### config.mk
export PLATFORM = sky130hd
export DESIGN_NAME = counter_seq_ctrl
export DESIGN_NICKNAME = d
export VERILOG_FILES = /design/src/rtl/counter_seq_pkg.sv /design/src/rtl/counter_core.sv /design/src/rtl/counter_seq_ctrl.sv
export SDC_FILE = /design/constraint.sdc
export NUM_CORES = 1
export LEC_CHECK = 0
export CAP_MARGIN = 20
export CORE_MARGIN = 1.5
export CORE_UTILIZATION = 30
export DETAILED_ROUTE_END_ITERATION = 16
export GPL_TIMING_DRIVEN = 0
export PLACE_DENSITY_LB_ADDON = 0.05
export SETUP_SLACK_MARGIN = 0.3
export SKIP_CTS_REPAIR_TIMING = 1
export SLEW_MARGIN = 25
export SYNTH_ARGS = -nofsm -noshare
export SYNTH_HDL_FRONTEND = slang
export SYNTH_HIERARCHICAL = 1
export SYNTH_SLANG_ARGS = --single-unit
### constraint.sdc
create_clock -name clk -period 2.4 [get_ports clk]
set_clock_uncertainty 0.1 [all_clocks]
set_input_delay 0.48 -clock clk [delete_from_list [all_inputs] [get_ports clk]]
set_output_delay 0.48 -clock clk [all_outputs]
set_load 0.03 [all_outputs]
### src/rtl/counter_seq_pkg.sv
`default_nettype none
// ============================================================================
// Package  : counter_seq_pkg
// Brief    : Command opcodes and sequencer states for counter_seq_ctrl.
// Revision : 1.0 - initial release
// ============================================================================
package counter_seq_pkg;

    typedef enum logic [1:0] {
        OP_START  = 2'd0,
        OP_STOP   = 2'd1,
        OP_RESUME = 2'd2,
        OP_CLEAR  = 2'd3
    } cmd_op_e;

    typedef enum logic [1:0] {
        S_IDLE   = 2'd0,
        S_RUN    = 2'd1,
        S_PAUSED = 2'd2,
        S_DONE   = 2'd3
    } state_e;

endpackage
`default_nettype wire

### src/rtl/counter_core.sv
`default_nettype none
// ============================================================================
// Module   : counter_core
// Brief    : Up-counter with synchronous clear (priority) and count enable.
// Revision : 1.0 - initial release
// ============================================================================
module counter_core #(
    parameter int WIDTH = 4
) (
    input  logic             clk,
    input  logic             rst,
    input  logic             clr,
    input  logic             en,
    output logic [WIDTH-1:0] count
);

    logic [WIDTH-1:0] r_count;

    always_ff @(posedge clk or negedge rst) begin
        if (!rst) begin
            r_count <= '0;
        end else if (clr) begin
            r_count <= '0;
        end else if (en) begin
            r_count <= r_count + WIDTH'(1);
        end
    end

    assign count = r_count;

endmodule
`default_nettype wire

### src/rtl/counter_seq_ctrl.sv
`default_nettype none
// ============================================================================
// Module   : counter_seq_ctrl
// Brief    : Command-driven sequencer (FSM, prescaler, config, event pulses)
//            wrapped around a counter_core instance.
// Revision : 1.0 - initial release
// ============================================================================
module counter_seq_ctrl
    import counter_seq_pkg::*;
#(
    parameter int WIDTH   = 4,
    parameter int PRESC_W = 8
) (
    input  logic               clk,
    input  logic               rst,
    input  logic               cmd_valid,
    output logic               cmd_ready,
    input  logic [1:0]         cmd_op,
    input  logic [WIDTH-1:0]   cmd_limit,
    input  logic [PRESC_W-1:0] cmd_presc,
    input  logic               cmd_reload,
    output logic [WIDTH-1:0]   count,
    output logic               busy,
    output logic               done,
    output logic               wrap,
    output logic               err
);

    state_e               r_state;
    logic [PRESC_W-1:0]   r_presc_cnt;
    logic [PRESC_W-1:0]   r_presc;
    logic [WIDTH-1:0]     r_limit;
    logic                 r_reload;
    logic                 r_ready;
    logic                 r_busy;
    logic                 r_done;
    logic                 r_wrap;
    logic                 r_err;

    cmd_op_e              w_op;
    logic                 w_accept;
    logic                 w_tick;
    logic                 w_term;
    logic                 w_start;
    logic                 w_clear;
    logic                 w_clr;
    logic                 w_en;

    assign w_op     = cmd_op_e'(cmd_op);
    assign w_accept = cmd_valid && r_ready;

    // Any accepted command owns its cycle: the prescaler and count stand still,
    // which also gives commands priority over a coincident terminal tick.
    assign w_tick   = (r_state == S_RUN) && !w_accept && (r_presc_cnt == r_presc);
    assign w_term   = w_tick && (count == r_limit);
    assign w_start  = w_accept && (w_op == OP_START) &&
                      ((r_state == S_IDLE) || (r_state == S_PAUSED));
    assign w_clear  = w_accept && (w_op == OP_CLEAR);
    assign w_clr    = w_start || w_clear || (w_term && r_reload);
    assign w_en     = w_tick && !w_term;

    counter_core #(
        .WIDTH (WIDTH)
    ) u_core (
        .clk   (clk),
        .rst   (rst),
        .clr   (w_clr),
        .en    (w_en),
        .count (count)
    );

    always_ff @(posedge clk or negedge rst) begin
        if (!rst) begin
            r_state     <= S_IDLE;
            r_presc_cnt <= '0;
            r_presc     <= '0;
            r_limit     <= '0;
            r_reload    <= 1'b0;
            r_ready     <= 1'b0;
            r_busy      <= 1'b0;
            r_done      <= 1'b0;
            r_wrap      <= 1'b0;
            r_err       <= 1'b0;
        end else begin
            r_ready <= 1'b1;
            r_done  <= 1'b0;
            r_wrap  <= 1'b0;
            r_err   <= 1'b0;
            unique case (r_state)
                S_IDLE, S_PAUSED: begin
                    if (w_accept) begin
                        unique case (w_op)
                            OP_START: begin
                                r_state     <= S_RUN;
                                r_busy      <= 1'b1;
                                r_presc_cnt <= '0;
                                r_limit     <= cmd_limit;
                                r_presc     <= cmd_presc;
                                r_reload    <= cmd_reload;
                            end
                            OP_CLEAR: begin
                                r_state     <= S_IDLE;
                                r_busy      <= 1'b0;
                                r_presc_cnt <= '0;
                            end
                            OP_RESUME: begin
                                if (r_state == S_PAUSED) begin
                                    r_state <= S_RUN;
                                end else begin
                                    r_err   <= 1'b1;
                                end
                            end
                            default: r_err <= 1'b1;
                        endcase
                    end
                end
                S_RUN: begin
                    if (w_accept) begin
                        unique case (w_op)
                            OP_STOP:  r_state <= S_PAUSED;
                            OP_CLEAR: begin
                                r_state     <= S_IDLE;
                                r_busy      <= 1'b0;
                                r_presc_cnt <= '0;
                            end
                            default:  r_err <= 1'b1;
                        endcase
                    end else if (w_tick) begin
                        r_presc_cnt <= '0;
                        if (w_term) begin
                            if (r_reload) begin
                                r_wrap  <= 1'b1;
                            end else begin
                                r_state <= S_DONE;
                                r_busy  <= 1'b0;
                                r_ready <= 1'b0;
                                r_done  <= 1'b1;
                            end
                        end
                    end else begin
                        r_presc_cnt <= r_presc_cnt + PRESC_W'(1);
                    end
                end
                S_DONE: r_state <= S_IDLE;
                default: r_state <= S_IDLE;
            endcase
        end
    end

    assign cmd_ready = r_ready;
    assign busy      = r_busy;
    assign done      = r_done;
    assign wrap      = r_wrap;
    assign err       = r_err;

endmodule
`default_nettype wire

After elaboration in Yosys (flattened, before gate mapping)
Index checks and enable logic that the tools add are counted.
{ "word_totals": {"regBits": 32, "in_bits": 18, "output_inout_bits": 9, "elab_cells": 101} }
{ "op_classes": {"n_addsub": 2, "eq_ne": 18, "mux": 45, "n_reduce_logical": 25} }
{ "ops": {"columns": ["cell", "n"], "rows": [
  ["two-way mux 8 bit", 5],
  ["two-way mux 1 bit", 24],
  ["case mux 8 bit (2 select lines)", 1],
  ["inequality test 3 bit (second input constant)", 5],
  ["AND reduction 7 bit", 2],
  ["two-way mux 2 bit", 6],
  ["case mux 2 bit (3 select lines)", 2],
  ["logical AND 1 bit", 9],
  ["adder 8 x 1 -> 8 bit (second input constant)", 1],
  ["== test 2 bit (second input constant)", 4],
  ["== test 8 bit", 1],
  ["two-way mux 4 bit", 2],
  ["case mux 1 bit (2 select lines)", 4],
  ["OR reduction 2 bit", 3],
  ["adder 4 x 1 -> 4 bit (second input constant)", 1],
  ["== test 2 x 1 -> 1 bit (second input constant)", 2],
  ["== test 4 bit", 1],
  ["logical NOT 2 bit", 2],
  ["inequality test 2 bit (second input constant)", 2],
  ["inequality test 4 x 2 -> 1 bit (second input constant)", 1],
  ["inequality test 4 x 3 -> 1 bit (second input constant)", 1],
  ["case mux 2 bit (2 select lines)", 1],
  ["AND reduction 4 bit", 1],
  ["nonzero test 2 bit", 2],
  ["other kinds (4)", 7]
]} }

Depth between registers and ports, before layout
{ "logic_depth": {"ltp_word": 9, "ltp_mapped": 8, "mapped_depth_nobuf": 7} }

Hierarchy
Netlist, hierarchy kept.
{ "by_module_without_submodules": {"columns": ["module", "instances", "cells_each", "area_each_um2", "seq_area_each_um2"], "rows": [
  ["counter_seq_ctrl", 1, 128, 1512.7, 700.7],
  ["counter_core", 1, 16, 192.7, 100.1]
]} }

Worst setup path before layout
OpenSTA, ideal clock, no wires.
{ "synth_path": {"kind": "reg2reg", "from": "reg r_ready (netlist: cmd_ready)", "to": "reg u_core.r_count[3] (netlist: u_core/count[3])", "setup_time_ps": 125, "arrival_ps": 1988, "required_time_ps": 2175, "slack_ps": 187, "path_stages_with_launch": 6, "n_path_buf": 0, "period_less_slack_ps": 2213, "path_cell_list": "dfrtp_1 nand2_1 nand2_1 nor4_1 nand4_1 mux2_4"} }
{ "synth_via": {"elab_chain_cells": 8, "elab_cells_between_ends": 15, "cone_classes": "1 x mux; 14 x reduce/logical"} }
{ "synth_lines": {"columns": ["element", "line", "text"], "rows": [
  ["start, declared", "counter_seq_ctrl.sv:34", "logic r_ready;"],
  ["start signal, assigned", "counter_seq_ctrl.sv:79", "r_ready <= 1'b0;"],
  ["start signal, assigned", "counter_seq_ctrl.sv:85", "r_ready <= 1'b1;"],
  ["start signal, assigned", "counter_seq_ctrl.sv:136", "r_ready <= 1'b0;"],
  ["logical AND 1 bit (*)", "counter_seq_ctrl.sv:50", "assign w_accept = cmd_valid && r_ready;"],
  ["logical NOT 1 bit (*)", "counter_seq_ctrl.sv:54", "assign w_tick = (r_state == S_RUN) && !w_accept && (r_presc_cnt == r_presc);"],
  ["logical AND 1 bit (*) (2 in a row)", "counter_seq_ctrl.sv:54", null],
  ["logical AND 1 bit", "counter_seq_ctrl.sv:55", "assign w_term = w_tick && (count == r_limit);"],
  ["logical NOT 1 bit", "counter_seq_ctrl.sv:60", "assign w_en = w_tick && !w_term;"],
  ["logical AND 1 bit (*)", "counter_seq_ctrl.sv:60", null],
  ["via w_en", "counter_seq_ctrl.sv:47", "logic w_en;"],
  ["nonzero test 2 bit (no line) (*)", null, null],
  ["end signal, assigned", "counter_core.sv:25", "r_count <= r_count + WIDTH'(1);"],
  ["end, declared", "counter_core.sv:17", "logic [WIDTH-1:0] r_count;"]
]} }
The timed path passes the listed nets; every way through them passes the cells marked *.
A chain may end at the register's enable or synchronous reset.

Final worst setup path
{ "layout_path": {"from": "reg r_presc_cnt[6]", "to": "reg u_core.r_count[3] (netlist: u_core/count[3])"} }
{ "layout_via": {"elab_chain_cells": 6, "elab_cells_between_ends": 9, "cone_classes": "1 x eq/ne; 1 x mux; 7 x reduce/logical"} }
{ "layout_lines": {"columns": ["element", "line", "text"], "rows": [
  ["start, declared", "counter_seq_ctrl.sv:30", "logic [PRESC_W-1:0] r_presc_cnt;"],
  ["start signal, assigned", "counter_seq_ctrl.sv:141", "r_presc_cnt <= r_presc_cnt + PRESC_W'(1);"],
  ["== test 8 bit (*)", "counter_seq_ctrl.sv:54", null],
  ["logical AND 1 bit (*)", "counter_seq_ctrl.sv:54", null],
  ["logical AND 1 bit", "counter_seq_ctrl.sv:55", null],
  ["logical NOT 1 bit", "counter_seq_ctrl.sv:60", null],
  ["logical AND 1 bit (*)", "counter_seq_ctrl.sv:60", null],
  ["via w_en", "counter_seq_ctrl.sv:47", null],
  ["nonzero test 2 bit (no line) (*)", null, null]
]} }
Marked as above.

==> flow_summary.ini <==
[synth]
synth_enable_flop_cells = 0
synth_top_area_share_pct = 46.96
synth_largest_area_cell = dfrtp_1
synth_flop_cell = dfrtp_1
synth.most_common_cell = dfrtp_1
synthesis.area_um2 = 1705
synth.distinct_cells = 42
syn-instance-count = 144
syn_avg_cell_area_um2 = 11.84
syn-num-nets = 168
ys_top_cells_by_count = 32 x dfrtp_1, 13 x mux2_2, 8 x nor2_1, 8 x xnor2_1, 7 x nand2_1
synth-seq-cells = 32
yosysWarnings = 6
synthArstFlopShare_pct = 100.0
synthTopCellsByArea = dfrtp_1 47%, mux2_2 8.6%, ha_1 4.4%
seq_area_frac_synth_pct = 46.96

[sta]
post-route-min-period_ns = 2.089
finalCritPeriodShare_pct = 87.03
setup_violations = 0
finalMaxSlewViolations = 0
hold_violations = 0
maxSlewHeadroom_pct = 70.83
rsz0062_at_grt = true
max_freq_mhz = 478.8
tightest_slew_ns = 0.4359

[placement]
portBuffers = 26
place_inst = 243
dpl.hpwl_um = 2662
place_congestion = 0.6950
dpl_cell_area_um2 = 2085

[critical_path]
critPathKind = reg -> reg
worstSetupStartpointType = register
reg2reg_from = r_presc_cnt[6]
startpoint = r_presc_cnt[6]
rrSetupSlack_ns = 0.31
cp.arrival_ns = 2.16
endpoint_kind = register
path_max_fanout = 4
cp_data_required_time_ns = 2.47

[power_and_ir_drop]
total_power_mw = 2.007
pwr_density_cell_nw_per_um2 = 873.1
power.leakage_nw = 0.9916
vdd_drop_max_uv = 340.1

[route]
via_per_inst = 4.942
first_iter_violations = 71
drtAntennaViolNets = 0
drc = 0
drt_wl_total_um = 3649
vias = 1275
wl_per_cell_um = 14.14
dr.pass1.iters = 4

[layout]
stdcell_area_um2 = 2298
layout-drive-gt1-share_pct = 28.49
syn_to_final_growth_pct = 34.78
nNetsFinal = 210
antenna_cells = 0
stdcell_count = 258
n_fill_cell = 533

[clock_tree]
clock_sinks = 32
cts_buffers = 5
cts_max_level = 2
cts_root_buffer = clkbuf_8
clk_pin_slew_worst_paths_ns = 0.07
cts_tree = built
clock_path_buffers = 2
clk_latency_ns = 0.28

[min_path]
hp-class = reg -> reg
hold_start = busy

[grt]
grt_pass1_wl_um = 5954
grt.total_usage_pct = 12.75
grt_overflow = 0
grt_pass1_vias = 1241
grt_start_max_net_pins = 23
grt_antenna_before_repair = 0

[floorplanning]
start_util_pct = 30.97
die_y_um = 78.40
die_area_um2 = 6146
coreArea_um2 = 5507
io_pins = 27
floorplan.rows = 27
die_x_um = 78.40

[job]
cap_violations = 0

[outcome]
status = complete, no violations
logic make-up after synthesis:
group,Yosys count,share of synthesized area (%)
compound gates,26,12.11
xor+xnor,13,7.117
fa+ha+maj,6,4.402
buf+inv,7,2.641
flops,32,46.96
mux,17,11.23
simple gates,43,15.55
where the power goes:
group | internal [mW] | switching, mW | leakage [nW] | total (mW)
clock | 0.255 | 0.193 | 0.0503 | 0.448
combinational | 0.386 | 0.359 | 0.537 | 0.745
sequential | 0.694 | 0.119 | 0.405 | 0.813
total | 1.34 | 0.671 | 0.992 | 2.01
worst max-delay path, cell delays in order (launching register included):
cell and delay (ns):
dfrtp_1 0.43, xnor2_1 0.16, nand4_1 0.24, buf_4 0.22
nor4_4 0.31, nand4_1 0.18, mux2_4 0.33
layout make-up:
class / instances / area (um^2) / area share [%]
Clock buffer: 7 / 96.34 / 4.192
Multi-Input combinational cell: 105 / 915.9 / 39.85
Timing Repair Buffer: 35 / 347.8 / 15.13
Buffer: 3 / 30.03 / 1.306
Sequential cell: 32 / 803.3 / 34.95
Inverter: 4 / 15.01 / 0.6532
Tap cell: 72 / 90.09 / 3.919
flip-flops by register name (all words and copies together) (netlist names):
signal	cells
r_presc	8
u_core/count	4
r_state	2
r_limit	4
err	1
r_reload	1
cmd_ready	1
busy	1
r_presc_cnt	8
wrap	1
done	1
per-layer routing:
| layer | global-route usage (%) | share of wire (%) |
|---|---|---|
| met1 | 15.21 | 45 |
| met2 | 21.65 | 49 |
| met5 | 0 | 0 |
| met4 | 4.643 | 1.7 |
| met3 | 3.837 | 4.2 |
layout by cell type (no fill, tap or decap), drive strengths merged, types with 3 or more instances in the layout:
master	count
a21oi	4
a22o	5
and3	3
buf	12
clkbuf	7
clkdlybuf4s50	24
dfrtp	32
ha	6
inv	4
mux2	14
mux2i	3
nand2	7
nand4	4
nor2	9
nor2b	4
nor3	4
o21ai	9
xnor2	9
xor2	4
per-stage QoR:
stage,setup TNS (ns),setup slack [ns],hold slack (ns),utilization (%)
finish,0,0.3113,0.4168,41.74
global route,0,0.2191,0.4436,41.74
CTS,-0.02806,-0.02806,-0.02848,39.60
detailed placement,-0.8570,-0.3253,0.2795,37.86
global placement,-0.5832,-0.2953,0.4018,37.45
floorplan,0,0.3766,0.08441,-
worst paths after layout:
path,endpoint,depth (start not counted)
min reg2reg,busy,1
max reg2reg,u_core/count[3],6
min,busy,1
max in group asynchronous,r_presc_cnt[5],3
min in group asynchronous,r_state[0],2
max,u_core/count[3],6
No activity file was read; power rests on OpenSTA's default activity.
